File: src/rtl/ex_result_pipe_if.sv
// Bundle between the EX/ID/control side and ex_result_pipe.
// master: drives EX result, stall/flush, read requests; sees read data and
//         MEM/WB stage contents. slave: the result pipe itself.
interface ex_result_pipe_if #(
    parameter int DW = 32,
    parameter int AW = 5
);
    logic [AW-1:0] ex_wd_i;
    logic          ex_wreg_i;
    logic [DW-1:0] ex_wdata_i;
    logic [1:0]    stall_i;
    logic          flush_i;
    logic          re1_i;
    logic          re2_i;
    logic [AW-1:0] raddr1_i;
    logic [AW-1:0] raddr2_i;
    logic [DW-1:0] rdata1_o;
    logic [DW-1:0] rdata2_o;
    logic [AW-1:0] mem_wd_o;
    logic          mem_wreg_o;
    logic [DW-1:0] mem_wdata_o;
    logic [AW-1:0] wb_wd_o;
    logic          wb_wreg_o;
    logic [DW-1:0] wb_wdata_o;

    modport master (
        output ex_wd_i, ex_wreg_i, ex_wdata_i,
        output stall_i, flush_i,
        output re1_i, re2_i, raddr1_i, raddr2_i,
        input  rdata1_o, rdata2_o,
        input  mem_wd_o, mem_wreg_o, mem_wdata_o,
        input  wb_wd_o, wb_wreg_o, wb_wdata_o
    );

    modport slave (
        input  ex_wd_i, ex_wreg_i, ex_wdata_i,
        input  stall_i, flush_i,
        input  re1_i, re2_i, raddr1_i, raddr2_i,
        output rdata1_o, rdata2_o,
        output mem_wd_o, mem_wreg_o, mem_wdata_o,
        output wb_wd_o, wb_wreg_o, wb_wdata_o
    );
endinterface

File: src/rtl/ex_result_pipe.sv
// EX result -> MEM reg -> WB reg -> 32x32 register file, with two
// combinational read ports for ID.
// Ports: clk, rst (async, active high), bus (ex_result_pipe_if.slave):
//   ex_* result in, stall_i/flush_i control, re/raddr read requests,
//   rdata read data, mem_*/wb_* stage register contents.
// Option: define RESULT_PIPE_FWD_EN for EX > MEM > WB > array forwarding;
//   otherwise reads return the array contents only.
module ex_result_pipe #(
    parameter int DW = 32,
    parameter int AW = 5
) (
    input  logic              clk,
    input  logic              rst,
    ex_result_pipe_if.slave   bus
);
    localparam int DEPTH = 1 << AW;

    typedef struct packed {
        logic [AW-1:0] wd;
        logic          wreg;
        logic [DW-1:0] wdata;
    } res_t;

    localparam res_t BUBBLE = '0;

    res_t ex_res;
    res_t mem_q;
    res_t mem_d;
    res_t wb_q;
    res_t wb_d;

    logic [DW-1:0] regs [DEPTH];

    assign ex_res.wd    = bus.ex_wd_i;
    assign ex_res.wreg  = bus.ex_wreg_i;
    assign ex_res.wdata = bus.ex_wdata_i;

    // Flush beats stall; EX stalled alone means MEM receives a bubble,
    // both stalled means MEM keeps its result.
    always_comb begin
        mem_d = ex_res;
        priority case (1'b1)
            bus.flush_i:                       mem_d = BUBBLE;
            bus.stall_i[0] && !bus.stall_i[1]: mem_d = BUBBLE;
            bus.stall_i[0] && bus.stall_i[1]:  mem_d = mem_q;
            default:                           mem_d = ex_res;
        endcase
    end

    always_comb begin
        wb_d = mem_q;
        priority case (1'b1)
            bus.flush_i:    wb_d = BUBBLE;
            bus.stall_i[1]: wb_d = BUBBLE;
            default:        wb_d = mem_q;
        endcase
    end

    always_ff @(posedge clk or posedge rst) begin
        if (rst) begin
            mem_q <= BUBBLE;
            wb_q  <= BUBBLE;
        end else begin
            mem_q <= mem_d;
            wb_q  <= wb_d;
        end
    end

    // r0 is hardwired zero, so its writes are dropped.
    always_ff @(posedge clk or posedge rst) begin
        if (rst) begin
            for (int i = 0; i < DEPTH; i++) begin
                regs[i] <= '0;
            end
        end else if (wb_q.wreg && (wb_q.wd != '0)) begin
            regs[wb_q.wd] <= wb_q.wdata;
        end
    end

    assign bus.mem_wd_o    = mem_q.wd;
    assign bus.mem_wreg_o  = mem_q.wreg;
    assign bus.mem_wdata_o = mem_q.wdata;
    assign bus.wb_wd_o     = wb_q.wd;
    assign bus.wb_wreg_o   = wb_q.wreg;
    assign bus.wb_wdata_o  = wb_q.wdata;

`ifdef RESULT_PIPE_FWD_EN
    // Youngest matching in-flight result wins over the array.
    function automatic logic [DW-1:0] rd_port(
        input logic          re,
        input logic [AW-1:0] a,
        input res_t          ex,
        input res_t          mem,
        input res_t          wb,
        input logic [DW-1:0] arr
    );
        logic [DW-1:0] r;
        r = arr;
        priority case (1'b1)
            !re || (a == '0):        r = '0;
            ex.wreg  && ex.wd == a:  r = ex.wdata;
            mem.wreg && mem.wd == a: r = mem.wdata;
            wb.wreg  && wb.wd == a:  r = wb.wdata;
            default:                 r = arr;
        endcase
        return r;
    endfunction

    assign bus.rdata1_o = rd_port(bus.re1_i, bus.raddr1_i, ex_res, mem_q,
                                  wb_q, regs[bus.raddr1_i]);
    assign bus.rdata2_o = rd_port(bus.re2_i, bus.raddr2_i, ex_res, mem_q,
                                  wb_q, regs[bus.raddr2_i]);
`else
    // No bypass: ID must stall until the result reaches the array.
    assign bus.rdata1_o = (bus.re1_i && (bus.raddr1_i != '0))
                        ? regs[bus.raddr1_i] : '0;
    assign bus.rdata2_o = (bus.re2_i && (bus.raddr2_i != '0))
                        ? regs[bus.raddr2_i] : '0;
`endif

endmodule
File: src/flat_wrapper.sv
// flat-port wrapper written by rule: the top's interface ports become plain ports
module ex_result_pipe_flat 
#(
    parameter int DW = 32,
    parameter int AW = 5
)
  (clk, rst, bus_ex_wd_i, bus_ex_wreg_i, bus_ex_wdata_i, bus_stall_i, bus_flush_i, bus_re1_i, bus_re2_i, bus_raddr1_i, bus_raddr2_i, bus_rdata1_o, bus_rdata2_o, bus_mem_wd_o, bus_mem_wreg_o, bus_mem_wdata_o, bus_wb_wd_o, bus_wb_wreg_o, bus_wb_wdata_o);
  ex_result_pipe_if #(.DW(DW), .AW(AW)) bus_i ();
  input  logic clk;
  input  logic rst;
  input wire logic [$bits(bus_i.ex_wd_i)-1:0] bus_ex_wd_i;
  input wire logic [$bits(bus_i.ex_wreg_i)-1:0] bus_ex_wreg_i;
  input wire logic [$bits(bus_i.ex_wdata_i)-1:0] bus_ex_wdata_i;
  input wire logic [$bits(bus_i.stall_i)-1:0] bus_stall_i;
  input wire logic [$bits(bus_i.flush_i)-1:0] bus_flush_i;
  input wire logic [$bits(bus_i.re1_i)-1:0] bus_re1_i;
  input wire logic [$bits(bus_i.re2_i)-1:0] bus_re2_i;
  input wire logic [$bits(bus_i.raddr1_i)-1:0] bus_raddr1_i;
  input wire logic [$bits(bus_i.raddr2_i)-1:0] bus_raddr2_i;
  output wire logic [$bits(bus_i.rdata1_o)-1:0] bus_rdata1_o;
  output wire logic [$bits(bus_i.rdata2_o)-1:0] bus_rdata2_o;
  output wire logic [$bits(bus_i.mem_wd_o)-1:0] bus_mem_wd_o;
  output wire logic [$bits(bus_i.mem_wreg_o)-1:0] bus_mem_wreg_o;
  output wire logic [$bits(bus_i.mem_wdata_o)-1:0] bus_mem_wdata_o;
  output wire logic [$bits(bus_i.wb_wd_o)-1:0] bus_wb_wd_o;
  output wire logic [$bits(bus_i.wb_wreg_o)-1:0] bus_wb_wreg_o;
  output wire logic [$bits(bus_i.wb_wdata_o)-1:0] bus_wb_wdata_o;
  assign bus_i.ex_wd_i = bus_ex_wd_i;
  assign bus_i.ex_wreg_i = bus_ex_wreg_i;
  assign bus_i.ex_wdata_i = bus_ex_wdata_i;
  assign bus_i.stall_i = bus_stall_i;
  assign bus_i.flush_i = bus_flush_i;
  assign bus_i.re1_i = bus_re1_i;
  assign bus_i.re2_i = bus_re2_i;
  assign bus_i.raddr1_i = bus_raddr1_i;
  assign bus_i.raddr2_i = bus_raddr2_i;
  assign bus_rdata1_o = bus_i.rdata1_o;
  assign bus_rdata2_o = bus_i.rdata2_o;
  assign bus_mem_wd_o = bus_i.mem_wd_o;
  assign bus_mem_wreg_o = bus_i.mem_wreg_o;
  assign bus_mem_wdata_o = bus_i.mem_wdata_o;
  assign bus_wb_wd_o = bus_i.wb_wd_o;
  assign bus_wb_wreg_o = bus_i.wb_wreg_o;
  assign bus_wb_wdata_o = bus_i.wb_wdata_o;
  ex_result_pipe #(.DW(DW), .AW(AW)) u_core (.clk(clk), .rst(rst), .bus(bus_i));
endmodule
File: config.mk
export PLATFORM = sky130hd
export DESIGN_NAME = ex_result_pipe_flat
export DESIGN_NICKNAME = d
export VERILOG_FILES = /design/src/rtl/ex_result_pipe_if.sv /design/src/rtl/ex_result_pipe.sv /design/src/flat_wrapper.sv
export SDC_FILE = /design/constraint.sdc
export NUM_CORES = 2
export LEC_CHECK = 0
export BUFFER_PORTS_ARGS = -buffer_cell sky130_fd_sc_hd__buf_4
export CORE_ASPECT_RATIO = 0.5
export CORE_MARGIN = 4
export CORE_UTILIZATION = 45
export CTS_BUF_LIST = sky130_fd_sc_hd__clkbuf_8
export DETAILED_ROUTE_END_ITERATION = 10
export PLACE_DENSITY = 0.72
export SLEW_MARGIN = 20
export SYNTH_ARGS = -nofsm -noshare
export SYNTH_HDL_FRONTEND = slang
export SYNTH_SLANG_ARGS = --single-unit
File: constraint.sdc
create_clock -name clk -period 44.6 [get_ports clk]
set_input_delay 6.69 -clock clk [delete_from_list [all_inputs] [get_ports clk]]
set_output_delay 6.69 -clock clk [all_outputs]
set_load 0.01 [all_outputs]
==> out/qor.txt <==
first-pass detailed-route iteration total - 6
Place WS - 26.77 ns
Worst Skew - 0.0293 ns
pwr dens - 31.8 nW/um2
most frequent cells in the layout - dfrtp_1 (1089), mux2_2 (1032), mux2i_1 (512), buf_4 (293), clkbuf_8 (214)
area growth from synthesis to layout - 10.4%
synth top area cells - dfrtp_1 (47%), mux2_2 (20%), mux2i_1 (8.8%), mux4_2 (5.4%), mux4_1 (5.3%)
Data required, critical path - 37.91 ns
CTS Buffer Depth - 3
Peak Freq - 0.0560 GHz
Critical Path Source Type - input port
syn nets - 4168
CTS Buf Count - 169
syn_area_per_cell - 14.1 um2
fin worst setup slack - 26.75 ns
crit path time final - 17.85 ns
grt met3 use - 7.23%
DPL Wire Length - 111000 um
Synth top area share - 47.5%
headroom to the max-slew limit - 23.8%
drt wl/cell - 31.9 um
Nets - 4185
Final Cycle Share - 40.0%
Clock Pin Slew Worst Setup and Hold Paths - 0.06 ns
YS warnings - 0
post-synthesis sequential area ratio - 47.5%
Gate Count Post-Synth - 4113
post-synth top area cell - dfrtp_1
layout cells sized above 1 - 42.9%
initial drt markers - 4735
# IOs - 195
CTS tree - yes
gr busiest metal - met2
grt total ovfl - 0
core area - 127000 um2
P_leak - 31.3 nW
H-tree levels - 4
Critical Path End Type - output port
status - complete, no violations
clk root buf - clkbuf_8
Post-synth ARST share - 100%
Max rail drop VDD - 0.0000317 V
std cell rows - 92
Die Ht - 262 um
RSZ-0062 raised after global routing - false
grt met1 use - 36.9%
GPL Wtd Cong - 0.871
Final Setup Violations - 0
vias in the first global route - 40.2k
postcts setup bufs - 0
min-delay worst type - reg2reg
CTS Hold Bufs - 0
Distinct cells, synth - 38
die area - 135000 um2
Seq cells post-synth - 1100
WHS - 0.401 ns
Sink Count - 1100
CTS resizes - 0
Mapped Area - 58000 um2
Synth Flop Type - dfrtp_1
via count - 39.6k
Critical Path AT - 11.16 ns
critical path class - in2out
# port buffers - 194
fin util - 50.4%
worst-path maximum fanout - 84
met2 usage - 42.5%
Die Wd - 516 um
Max Cap Viol - 0
DRC errors left - 0
Tightest Pin Transition - 1.14 ns
pin count of the biggest net entering global routing - 183
Initial Util - 45.7%
first-pass GRT wire length - 276000 um
latest clock arrival within the worst-skew pair - 0.88 ns
initial antenna violation count - 4
Post-Route WL - 190000 um
total negative setup slack - 0 ns
most common cell after layout, fill and taps aside - dfrtp_1
vias per cell - 6.66
Total GRT Usage - 27.7%
Antenna Nets Post-Route - 0
Final Hold Vio Count - 0
EDFF count, synth - 0
Slew Viols, Final - 0
## metrics by stage
stage	std cells	cell area [um2]	power (mW)
finish	5950	64000	2.04
floorplan	4113	58000	1.12
CTS	5947	64000	2.04
global route	5949	64000	2.10
detailed placement	5650	60500	1.17
global placement	5650	60500	1.17
## path summary, 6_finish.rpt
check                                 startpoint                          to  slack (ns)  cells past startpoint
min                            u_core.regs[1017]           u_core.regs[1017]        0.40                      0
min reg2reg                    u_core.regs[1017]           u_core.regs[1017]        0.40                      0
max reg2reg                u_core.bus.wb_wd_o[0]             u_core.regs[28]       41.45                      4
min in group asynchronous                    rst  u_core.bus.mem_wdata_o[15]        5.90                      2
max in group asynchronous                    rst            u_core.regs[706]       35.71                      5
max                              bus_raddr1_i[0]            bus_rdata1_o[17]       26.75                     10
## cells by family (layout without fill, tap and decap cells)
logic type / count (synthesis) / after routing / synth area share (%)
AO/OA/AOI/OAI: 424 / 424 / 6.04
other: 0 / 2 / 0
AND/OR/NAND/NOR: 303 / 303 / 2.61
buffers and inverters: 462 / 605 / 3.87
flip-flops: 1100 / 1100 / 47.5
multiplexers: 1824 / 1824 / 40.0
## area by class of cell
cell class | instances | area [um2]
diodes | 2 | 5.00
clock buffers | 214 | 2950
clock inverters | 83 | 532
fillers | 10500 | 62900
inverters | 3 | 18.8
multi-input cells | 2551 | 28500
flip-flops and latches | 1100 | 27500
well taps | 1692 | 2120
repair buffers | 305 | 2380
## layer usage
metal | share of wire [%] | vias up | wire, um
li1 | - | 15800 | -
met1 | 40 | 21000 | 75800
met2 | 45 | 2278 | 85500
met3 | 10 | 510 | 19300
met4 | 4.9 | 4 | 9240
met5 | 0.036 | - | 68
## report_power, final
| group | internal, mW | switching, mW |
|---|---|---|
| clock | 0.461 | 0.416 |
| combinational | 0.0461 | 0.107 |
| sequential | 1.00 | 0.00547 |
## registers in the layout (all words and copies together), names as in the netlist
name / flops
u_core.bus.mem_wreg_o: 1
u_core.regs: 1024
u_core.bus.wb_wreg_o: 1
u_core.bus.mem_wd_o: 5
u_core.bus.wb_wdata_o: 32
u_core.bus.mem_wdata_o: 32
u_core.bus.wb_wd_o: 5
## synthesized netlist by cell type, drive strengths merged (3+ instances only)
cell type  count
buf          213
nand4         64
mux2        1056
nor2b          6
nor2          23
a221oi        64
nand2        146
clkbuf       246
a21oi         64
mux4         256
nor3b          4
dfrtp       1100
a22oi         64
a211oi        64
inv            3
a22o          38
or3b           5
mux2i        512
nand3b         6
o221ai       128
and2          40
## critical path, cell delays in order
cell and delay [ns]:
buf_8 0.62, buf_4 0.63, buf_4 0.62, buf_4 0.62
nor2b_4 0.17, buf_4 0.32, nand2_1 0.11, nand4_1 0.09
a211oi_1 0.78, buf_4 0.25
Power figures use the tool's default switching activity.
